--- config.mk ---
export PLATFORM = sky130hd
export DESIGN_NAME = uart_tx_buffered
export DESIGN_NICKNAME = d
export VERILOG_FILES = /design/src/rtl/uart_pkg.sv /design/src/rtl/sync_fifo.sv /design/src/rtl/uart_tx_buffered.sv
export SDC_FILE = /design/constraint.sdc
export NUM_CORES = 1
export LEC_CHECK = 0
export CAP_MARGIN = 10
export CORE_MARGIN = 8
export CORE_UTILIZATION = 30
export CTS_CLUSTER_DIAMETER = 100
export CTS_CLUSTER_SIZE = 10
export DETAILED_ROUTE_END_ITERATION = 7
export GPL_ROUTABILITY_DRIVEN = 0
export PLACE_DENSITY = 0.47
export SETUP_SLACK_MARGIN = 0.5
export SYNTH_ARGS = -nofsm -noshare
export SYNTH_HDL_FRONTEND = slang
export SYNTH_SLANG_ARGS = --single-unit
--- constraint.sdc ---
create_clock -name i_clk -period 3.3 [get_ports i_clk]
set_clock_uncertainty 0.15 [all_clocks]
set_input_delay 0.66 -clock i_clk [delete_from_list [all_inputs] [get_ports i_clk]]
set_output_delay 0.66 -clock i_clk [all_outputs]
set_load 0.02 [all_outputs]
--- src/rtl/uart_pkg.sv ---
// uart_pkg: shared UART framing constants, transmitter state encoding and baud divider helper
package uart_pkg;
  localparam int UART_DATA_BITS = 8;
  localparam int UART_STOP_BITS = 1;
  typedef enum logic [1:0] {
    TX_IDLE  = 2'd0,
    TX_START = 2'd1,
    TX_DATA  = 2'd2,
    TX_STOP  = 2'd3
  } tx_state_e;
  function automatic int baud_div(input int clk_hz, input int baud);
    return clk_hz / baud;
  endfunction
endpackage

--- src/rtl/sync_fifo.sv ---
// sync_fifo: single-clock FIFO; the head entry is read straight from registered storage
module sync_fifo #(
  parameter int WIDTH = 8,
  parameter int DEPTH = 16
) (
  input  logic                     clk,
  input  logic                     rst,
  input  logic                     wr_en,
  input  logic                     rd_en,
  input  logic [WIDTH-1:0]         wr_data,
  output logic [WIDTH-1:0]         rd_data,
  output logic                     full,
  output logic                     empty,
  output logic [$clog2(DEPTH):0]   count
);
  localparam int AW = $clog2(DEPTH);
  logic [WIDTH-1:0] mem_q [DEPTH];
  logic [AW-1:0] wr_ptr_q, wr_ptr_d, rd_ptr_q, rd_ptr_d;
  logic [AW:0] count_q, count_d;
  logic wr, rd;
  assign full = count_q == (AW+1)'(DEPTH);
  assign empty = count_q == '0;
  assign count = count_q;
  assign rd_data = mem_q[rd_ptr_q];
  always_comb begin
    wr = wr_en && !full;
    rd = rd_en && !empty;
    wr_ptr_d = wr ? wr_ptr_q + AW'(1) : wr_ptr_q;
    rd_ptr_d = rd ? rd_ptr_q + AW'(1) : rd_ptr_q;
    count_d = count_q + (AW+1)'(wr) - (AW+1)'(rd);
  end
  always_ff @(posedge clk) begin
    if (rst) begin
      wr_ptr_q <= '0;
      rd_ptr_q <= '0;
      count_q <= '0;
    end else begin
      wr_ptr_q <= wr_ptr_d;
      rd_ptr_q <= rd_ptr_d;
      count_q <= count_d;
    end
  end
  always_ff @(posedge clk) begin
    if (wr) mem_q[wr_ptr_q] <= wr_data;
  end
endmodule

--- src/rtl/uart_tx_buffered.sv ---
// uart_tx_buffered: FIFO-buffered 8N1 UART transmitter, LSB first, back-to-back frames
module uart_tx_buffered
  import uart_pkg::*;
#(
  parameter int CLOCK_FREQUENCY = 25000000,
  parameter int BAUD_RATE       = 115200,
  parameter int FIFO_DEPTH      = 16
) (
  input  logic                          i_clk,
  input  logic                          i_rst,
  input  logic [7:0]                    i_tx_byte,
  input  logic                          i_tx_valid,
  output logic                          o_tx_ready,
  output logic                          o_tx_serial,
  output logic                          o_tx_busy,
  output logic                          o_tx_done,
  output logic [$clog2(FIFO_DEPTH):0]   o_fifo_count
);
  localparam int BAUD_DIV = baud_div(CLOCK_FREQUENCY, BAUD_RATE);
  localparam int CW = $clog2(BAUD_DIV);
  tx_state_e state_q, state_d;
  logic [CW-1:0] cnt_q, cnt_d;
  logic [2:0] bit_q, bit_d;
  logic [7:0] shift_q, shift_d;
  logic serial_q, serial_d, done_q, done_d;
  logic full, empty, pop, bit_end, last_bit;
  logic [7:0] rd_data;
  sync_fifo #(.WIDTH(8), .DEPTH(FIFO_DEPTH)) u_fifo (
    .clk(i_clk),
    .rst(i_rst),
    .wr_en(i_tx_valid),
    .rd_en(pop),
    .wr_data(i_tx_byte),
    .rd_data(rd_data),
    .full(full),
    .empty(empty),
    .count(o_fifo_count)
  );
  assign bit_end = cnt_q == CW'(BAUD_DIV - 1);
  assign last_bit = bit_q == 3'(UART_DATA_BITS - 1);
  assign o_tx_ready = !full;
  assign o_tx_serial = serial_q;
  assign o_tx_done = done_q;
  assign o_tx_busy = state_q != TX_IDLE || o_fifo_count != '0;
  // Every transition happens on a bit boundary, so the counter is already 0 on state entry.
  always_comb begin
    state_d = state_q;
    cnt_d = bit_end ? '0 : cnt_q + CW'(1);
    bit_d = bit_q;
    shift_d = shift_q;
    serial_d = serial_q;
    pop = 1'b0;
    done_d = state_q == TX_STOP && cnt_q == CW'(BAUD_DIV - 2);
    case (state_q)
      TX_IDLE: begin
        cnt_d = '0;
        serial_d = 1'b1;
        pop = !empty;
      end
      TX_START: if (bit_end) begin
        state_d = TX_DATA;
        bit_d = '0;
        serial_d = shift_q[0];
      end
      TX_DATA: if (bit_end) begin
        state_d = last_bit ? TX_STOP : TX_DATA;
        bit_d = bit_q + 3'd1;
        shift_d = shift_q >> 1;
        serial_d = last_bit ? 1'b1 : shift_q[1];
      end
      TX_STOP: if (bit_end) begin
        state_d = TX_IDLE;
        pop = !empty;
      end
      default: state_d = TX_IDLE;
    endcase
    if (pop) begin
      state_d = TX_START;
      shift_d = rd_data;
      serial_d = 1'b0;
    end
  end
  always_ff @(posedge i_clk) begin
    if (i_rst) begin
      state_q <= TX_IDLE;
      cnt_q <= '0;
      bit_q <= '0;
      shift_q <= '0;
      serial_q <= 1'b1;
      done_q <= 1'b0;
    end else begin
      state_q <= state_d;
      cnt_q <= cnt_d;
      bit_q <= bit_d;
      shift_q <= shift_d;
      serial_q <= serial_d;
      done_q <= done_d;
    end
  end
endmodule
==> flow_metrics.tcl, run 1 <==
set metrics [dict create \
    outcome "complete, no violations" \
    instances_no_fill 780 \
    via_per_inst 4.95 \
    use_met1_pct 14.5 \
    synth_seq_cells 168 \
    synth.distinct_cells 51 \
    slew_headroom_pct 51.5 \
    top_usage_layer "met2" \
    ys.flop_type "edfxtp_1" \
    synthesis.nets 472 \
    netlist_instances 441 \
    cp_max_fo 7 \
    cts_buffers 17 \
    grt_pass1_wl_microns 23500 \
    synth-seq-area-share_pct 66.7 \
    grt_max_degree 33 \
    setup-tns-final_ns 0 \
    place_inst 744 \
    fin_crit_sh_pct 81.0 \
    synth.top_cell.area_share_pct 55.2 \
    drv_slew 0 \
    met3_usage_pct 2.95 \
    crit_required_ns 3.47 \
    initial_core_util_pct 30.7 \
    clk-insertion-delay-late_ns 0.43 \
    fill_cells 2188 \
    endpoint_kind "register" \
    crit_path_start_kind "register" \
    grt_use_total_pct 11.0 \
    post-route-worst-setup-slack_ns 0.628 \
    hold_path.class "reg -> reg" \
    place_hpwl_microns 9880 \
    ys_async_sr_fraction_pct 0 \
    grtUsageMet2_pct 17.2 \
    drive_gt1_share_pct 23.2 \
    rows 55 \
    synth_top_cell_by_area "edfxtp_1" \
    setup_viol 0 \
    grt_pass1_vias 4075 \
    overflow 0 \
    hold_viol 0 \
    first_iter_violations 198 \
    crit_type "reg -> reg" \
    hold_buffers 0 \
    drt_first_pass_iters 5 \
    synth_top_cells_by_count "128 x edfxtp_1, 40 x dfxtp_1, 38 x nor2_1" \
    htree_levels 4 \
    syn2layout_area_growth_pct 18.1 \
    io_pins 20 \
    netlist_top_cells_area "edfxtp_1 55%, dfxtp_1 11%, mux4_2 10%" \
    cts_tree "built" \
    arrival_ns 2.84 \
    synth_enable_flop_cells 128 \
    drv_cap 0 \
    antenna_cells 0 \
    clockBufferDepth 2 \
    die_area_sq_mm 0.0283 \
    rsz0062_at_grt "true" \
    final_core_util_pct 36.2 \
    cts.clk_slew.worst_paths_ns 0.07 \
    nNetsFinal 513 \
    final.min_clock_period_ns 2.67 \
    antenna_found_initial 0 \
    numClockSinks 168 \
    synth.most_common_cell "edfxtp_1" \
    yosys_warnings 0 \
    power.leakage_uw 0.00272 \
    syn_area_sq_mm 0.00696 \
    ir_drop_uv 292 \
    syn_area_per_cell_sq_um 15.8 \
    drc 0 \
    drt-total-wl_microns 14900 \
    die_x_microns 168 \
    wire_per_inst_microns 19.1 \
    die-height_microns 168 \
    clock.fmax_ghz 0.374 \
    core-area_sq_mm 0.0227 \
    ant_nets 0 \
    io_buffer_count 19 \
    dpl_worst_slack_ns 0.404 \
    cts_root_buf "clkbuf_16" \
    p_per_area_mw_per_mm2 748 \
    num_vias 3863 \
    worstMarginPinSlew_ns 0.726 \
]
power breakdown:
group	switching [uW]	internal, uW
logic	826	751
registers	146	2430
clock network	917	1080
total	1890	4260
per-layer routing:
| metal | vias up | share of wire, % |
|---|---|---|
| met5 | - | 0 |
| met4 | 0 | 1.7 |
| met3 | 12 | 3.9 |
| met2 | 81 | 46 |
| met1 | 1973 | 48 |
| li1 | 1797 | - |
repair_timing:
action                     4_1_cts  5_1_grt
hold endpoints to repair         0        0
setup endpoints to repair        2        3
pin swaps                        0        1
gates resized for setup          4        9
setup buffers                    0        4
area by class of cell:
type | count | area [sq um] | area share (%)
repair buffers | 47 | 414 | 5.03
well taps | 285 | 357 | 4.33
inverters | 22 | 82.6 | 1.00
clock buffers | 17 | 425 | 5.17
flip-flops and latches | 168 | 4650 | 56.5
multi-input cells | 226 | 2130 | 25.9
clock inverters | 15 | 168 | 2.04
logic make-up after synthesis:
| logic type | Yosys count | synth area share (%) |
|---|---|---|
| xor gates and xnor gates | 12 | 1.51 |
| DFF | 168 | 66.7 |
| muxes | 34 | 10.6 |
| and+or+nand+nor | 93 | 7.11 |
| buffers and inverters | 47 | 3.16 |
| adders and majority gates | 20 | 3.70 |
| AOI/OAI and AO/OA | 67 | 7.19 |
final timing paths:
check,from,slack (ns),endpoint,cells after the start
worst max-delay path,cnt_q[0],0.63,u_fifo.count[4],13
worst min-delay path,cnt_q[0],0.28,cnt_q[0],1
worst max register to register,cnt_q[0],0.63,u_fifo.count[4],13
worst min register to register,cnt_q[0],0.28,cnt_q[0],1
worst max-delay path, stage by stage, from the launching register on:
cell      delay [ns]
dfxtp_2         0.34
inv_1           0.05
ha_1            0.20
and3b_4         0.22
a31o_4          0.26
nand2_2         0.11
xnor2_1         0.14
ha_2            0.20
inv_1           0.05
fa_1            0.39
nor2b_2         0.14
o21bai_1        0.09
a21oi_1         0.16
nor3b_1         0.06
layout by cell type (no fill, tap or decap), drive strengths merged, types with 2 or more instances in the layout:
cell           synthesis  routed
a21oi                 10      10
a221oi                 7       7
a22o                   2       2
a22oi                 16      16
a311oi                 8       8
a31o                   4       4
a31oi                  9       9
and2                   2       2
and3                   4       4
buf                   14      28
clkbuf                11      17
clkdlybuf4s50          0      17
clkinv                 0       4
dfxtp                 40      40
edfxtp               128     128
ha                    19      19
inv                   22      32
mux2i                  2       2
mux4                  32      32
nand2                  8       8
nand2b                 3       3
nand3                  9       9
nand4b                 3       3
nor2                  39      39
nor2b                  5       5
nor3                   7       7
o21ai                  4       4
o21bai                 2       2
o31ai                  2       2
or3                    4       4
xnor2                  5       5
xor2                   7       7
flip-flops by register name (all words and copies together) (netlist names), named ones only:
| register | flops |
|---|---|
| u_fifo.mem_q | 128 |
| cnt_q | 8 |
| shift_q | 8 |
| u_fifo.count | 5 |
| u_fifo.rd_ptr_q | 4 |
| u_fifo.wr_ptr_q | 4 |
| bit_q | 3 |
| state_q | 2 |
| o_tx_done | 1 |
| o_tx_serial | 1 |
per-stage QoR:
| stage | total power (uW) | instance area, sq um | hold slack [ns] |
|---|---|---|---|
| floorplan | 3660 | 6970 | 0.276 |
| global placement | 4140 | 7570 | 0.292 |
| detailed placement | 4160 | 7570 | 0.300 |
| CTS | 6190 | 8180 | 0.317 |
| global route | 6480 | 8230 | 0.290 |
| finish | 6150 | 8230 | 0.277 |
(Power assumes the default switching activity.)
==> inputs of run 2 (changes only) <==
==> constraint.sdc (replaced) <==
create_clock -name i_clk -period 2.75 [get_ports i_clk]
set_clock_uncertainty 0.15 [all_clocks]
set_input_delay 0.55 -clock i_clk [delete_from_list [all_inputs] [get_ports i_clk]]
set_output_delay 0.55 -clock i_clk [all_outputs]
set_load 0.02 [all_outputs]
==> run 2 against run 1 <==
Net effect: wire length is 5.6% higher; register-to-register slack got worse by 0.31 ns; fmax increased by 9.7%; hold slack better by 0.090 ns; combinational power up 39%; cell count increased by 1.2%; power up 24%; setup slack lost 0.31 ns; non-clock buffer count up 10; global-route usage is 0.68 points higher; flip-flop and latch count did not move.
==> flow_metrics.tcl, run 2 (synthesized netlist as in run 1, its figures left out) <==
set metrics [dict create \
    fin_crit_sh_pct 88.6 \
    overflow 0 \
    crit_path_start_kind "register" \
    top_usage_layer "met2" \
    clkPwrFrac_pct 30.6 \
    hold_viol 0 \
    rsz0062_at_grt "true" \
    fin_total_pwr_uw 7600 \
    cp_max_fo 4 \
    die_x_microns 168 \
    syn2layout_area_growth_pct 21.1 \
    clockBufferDepth 2 \
    die_area_sq_mm 0.0283 \
    grtUsageMet2_pct 18.6 \
    grt_use_total_pct 11.7 \
    r2r_cells 13 \
    crit_required_ns 2.92 \
    regMostFlops "u_fifo.mem_q" \
    setup_viol 0 \
    htree_levels 4 \
    use_met1_pct 15.7 \
    worstMarginPinSlew_ns 0.722 \
    die-height_microns 168 \
    drv_slew 0 \
    rows 55 \
    endpoint_kind "register" \
    power.leakage_uw 0.00280 \
    drt-total-wl_microns 15700 \
    antenna_cells 0 \
    cts_tree "built" \
    drive_gt1_share_pct 31.7 \
    slew_headroom_pct 51.7 \
    final.min_clock_period_ns 2.44 \
    whs_ns 0.368 \
    nNetsFinal 523 \
    ant_nets 0 \
    drt_first_pass_iters 5 \
    seq_power_share_pct 40.5 \
    clock.fmax_ghz 0.411 \
    antenna_found_initial 0 \
    clk-insertion-delay-late_ns 0.43 \
    outcome "complete, no violations" \
    p_per_area_mw_per_mm2 902 \
    ir_drop_uv 411 \
    drv_cap 0 \
    fill_cells 2143 \
    via_per_inst 4.96 \
    holdPathStages 2 \
    first_iter_violations 260 \
    wire_per_inst_microns 19.9 \
    cts.clk_slew.worst_paths_ns 0.07 \
    setup-tns-final_ns 0 \
    largest_reg_flops 128 \
    internal-power_uw 5200 \
    place_hpwl_microns 10500 \
    grt_pass1_vias 4206 \
    arrival_ns 2.60 \
    layout_commonest_cell "edfxtp_1" \
    dpl_worst_slack_ns 0.0622 \
    layout_common_cells "128 x edfxtp_1, 36 x buf_4, 32 x mux4_2" \
    io_buffer_count 19 \
    core-area_sq_mm 0.0227 \
    num_vias 3913 \
    drc 0 \
    power.share.switching_pct 31.6 \
    grt_max_degree 23 \
    numClockSinks 168 \
    post-route-worst-setup-slack_ns 0.315 \
    grt_pass1_wl_microns 24700 \
    p_switching_uw 2400 \
    combPwrFrac_pct 28.9 \
    met3_usage_pct 2.57 \
    crit_type "reg -> reg" \
    cts_buffers 17 \
    cts_root_buf "clkbuf_16" \
    biggestRegsByFlops "u_fifo.mem_q: 128 flops, cnt_q: 8 flops, shift_q: 8 flops" \
    io_pins 20 \
    hold_path.class "reg -> reg" \
    initial_core_util_pct 30.7 \
]
run 2: cell count changes in the layout (fill, tap and decap cells not counted), moves of 4 or more:
cell	previous run	this run
buf_4	27	36
dfxtp_1	36	31
ha_1	18	14
ha_4	0	4
inv_1	22	17
inv_2	0	4
nor2_1	37	28
nor2_2	2	11
run 2: power by group through the flow:
stage	Clock (uW)	Sequential [uW]	Combinational [uW]
floorplan	0	3120	1470
global placement	0	3130	2060
detailed placement	0	3140	2090
CTS	2380	3080	2180
global route	2470	3100	2400
finish	2330	3080	2200
run 2: layout make-up:
| type | instances | area [sq um] | share of cell area [%] |
|---|---|---|---|
| Clock buffer | 17 | 425 | 5.05 |
| Clock inverter | 14 | 151 | 1.80 |
| Inverter | 22 | 85.1 | 1.01 |
| Multi-Input combinational cell | 226 | 2270 | 26.9 |
| Sequential cell | 168 | 4660 | 55.3 |
| Tap cell | 285 | 357 | 4.23 |
| Timing Repair Buffer | 57 | 480 | 5.70 |
run 2: worst max-delay path, stage by stage, from the launching register on:
cell and delay (ns):
dfxtp_2 0.34, inv_2 0.04, ha_4 0.15, and3b_4 0.21, a31o_4 0.24, nand2_4 0.07
xnor2_2 0.10, ha_2 0.20, inv_2 0.04, fa_2 0.35, nor2b_4 0.14, o21bai_2 0.09
a21oi_2 0.16, nor3b_2 0.06
run 2: path summary, 6_finish.rpt:
path	from	end	slack (ns)
setup / recovery	cnt_q[0]	u_fifo.count[4]	0.31
setup reg to reg	cnt_q[0]	u_fifo.count[4]	0.31
hold reg to reg	bit_q[1]	bit_q[1]	0.37
hold / removal	bit_q[1]	bit_q[1]	0.37
run 2: routing by layer:
| layer | part of all wire, % | vias to the layer above |
|---|---|---|
| met5 | 0 | - |
| met4 | 1.2 | 0 |
| met3 | 4.1 | 19 |
| met2 | 47 | 93 |
| met1 | 48 | 1981 |
| li1 | - | 1820 |
run 2: repair_timing:
item                                    in CTS  in global routing
hold buffers                                 0                  0
pin swaps                                    6                  8
endpoints found under the hold margin        0                  0
gates resized for setup                     14                  5
buffers inserted                             9                  1
endpoints found under the setup margin       8                  7
run 2: stage by stage:
stage	util, %	cell area (sq um)	std cells
after floorplan	-	7140	441
after global placement	34.1	7750	748
after detailed placement	34.1	7750	748
after CTS	37.0	8410	788
after global routing	37.1	8430	789
final	37.1	8430	789
==> inputs of run 3 (changes only) <==
--- a/config.mk
+++ b/config.mk
@@ -8,7 +8,7 @@
 export CAP_MARGIN = 10
 export CORE_MARGIN = 8
 export CORE_UTILIZATION = 30
-export CTS_CLUSTER_DIAMETER = 100
+export CTS_CLUSTER_DIAMETER = 40
 export CTS_CLUSTER_SIZE = 10
 export DETAILED_ROUTE_END_ITERATION = 7
 export GPL_ROUTABILITY_DRIVEN = 0
==> results of run 3 <==
Same layout as run 2: the final DEF is identical, and so are final timing and power.
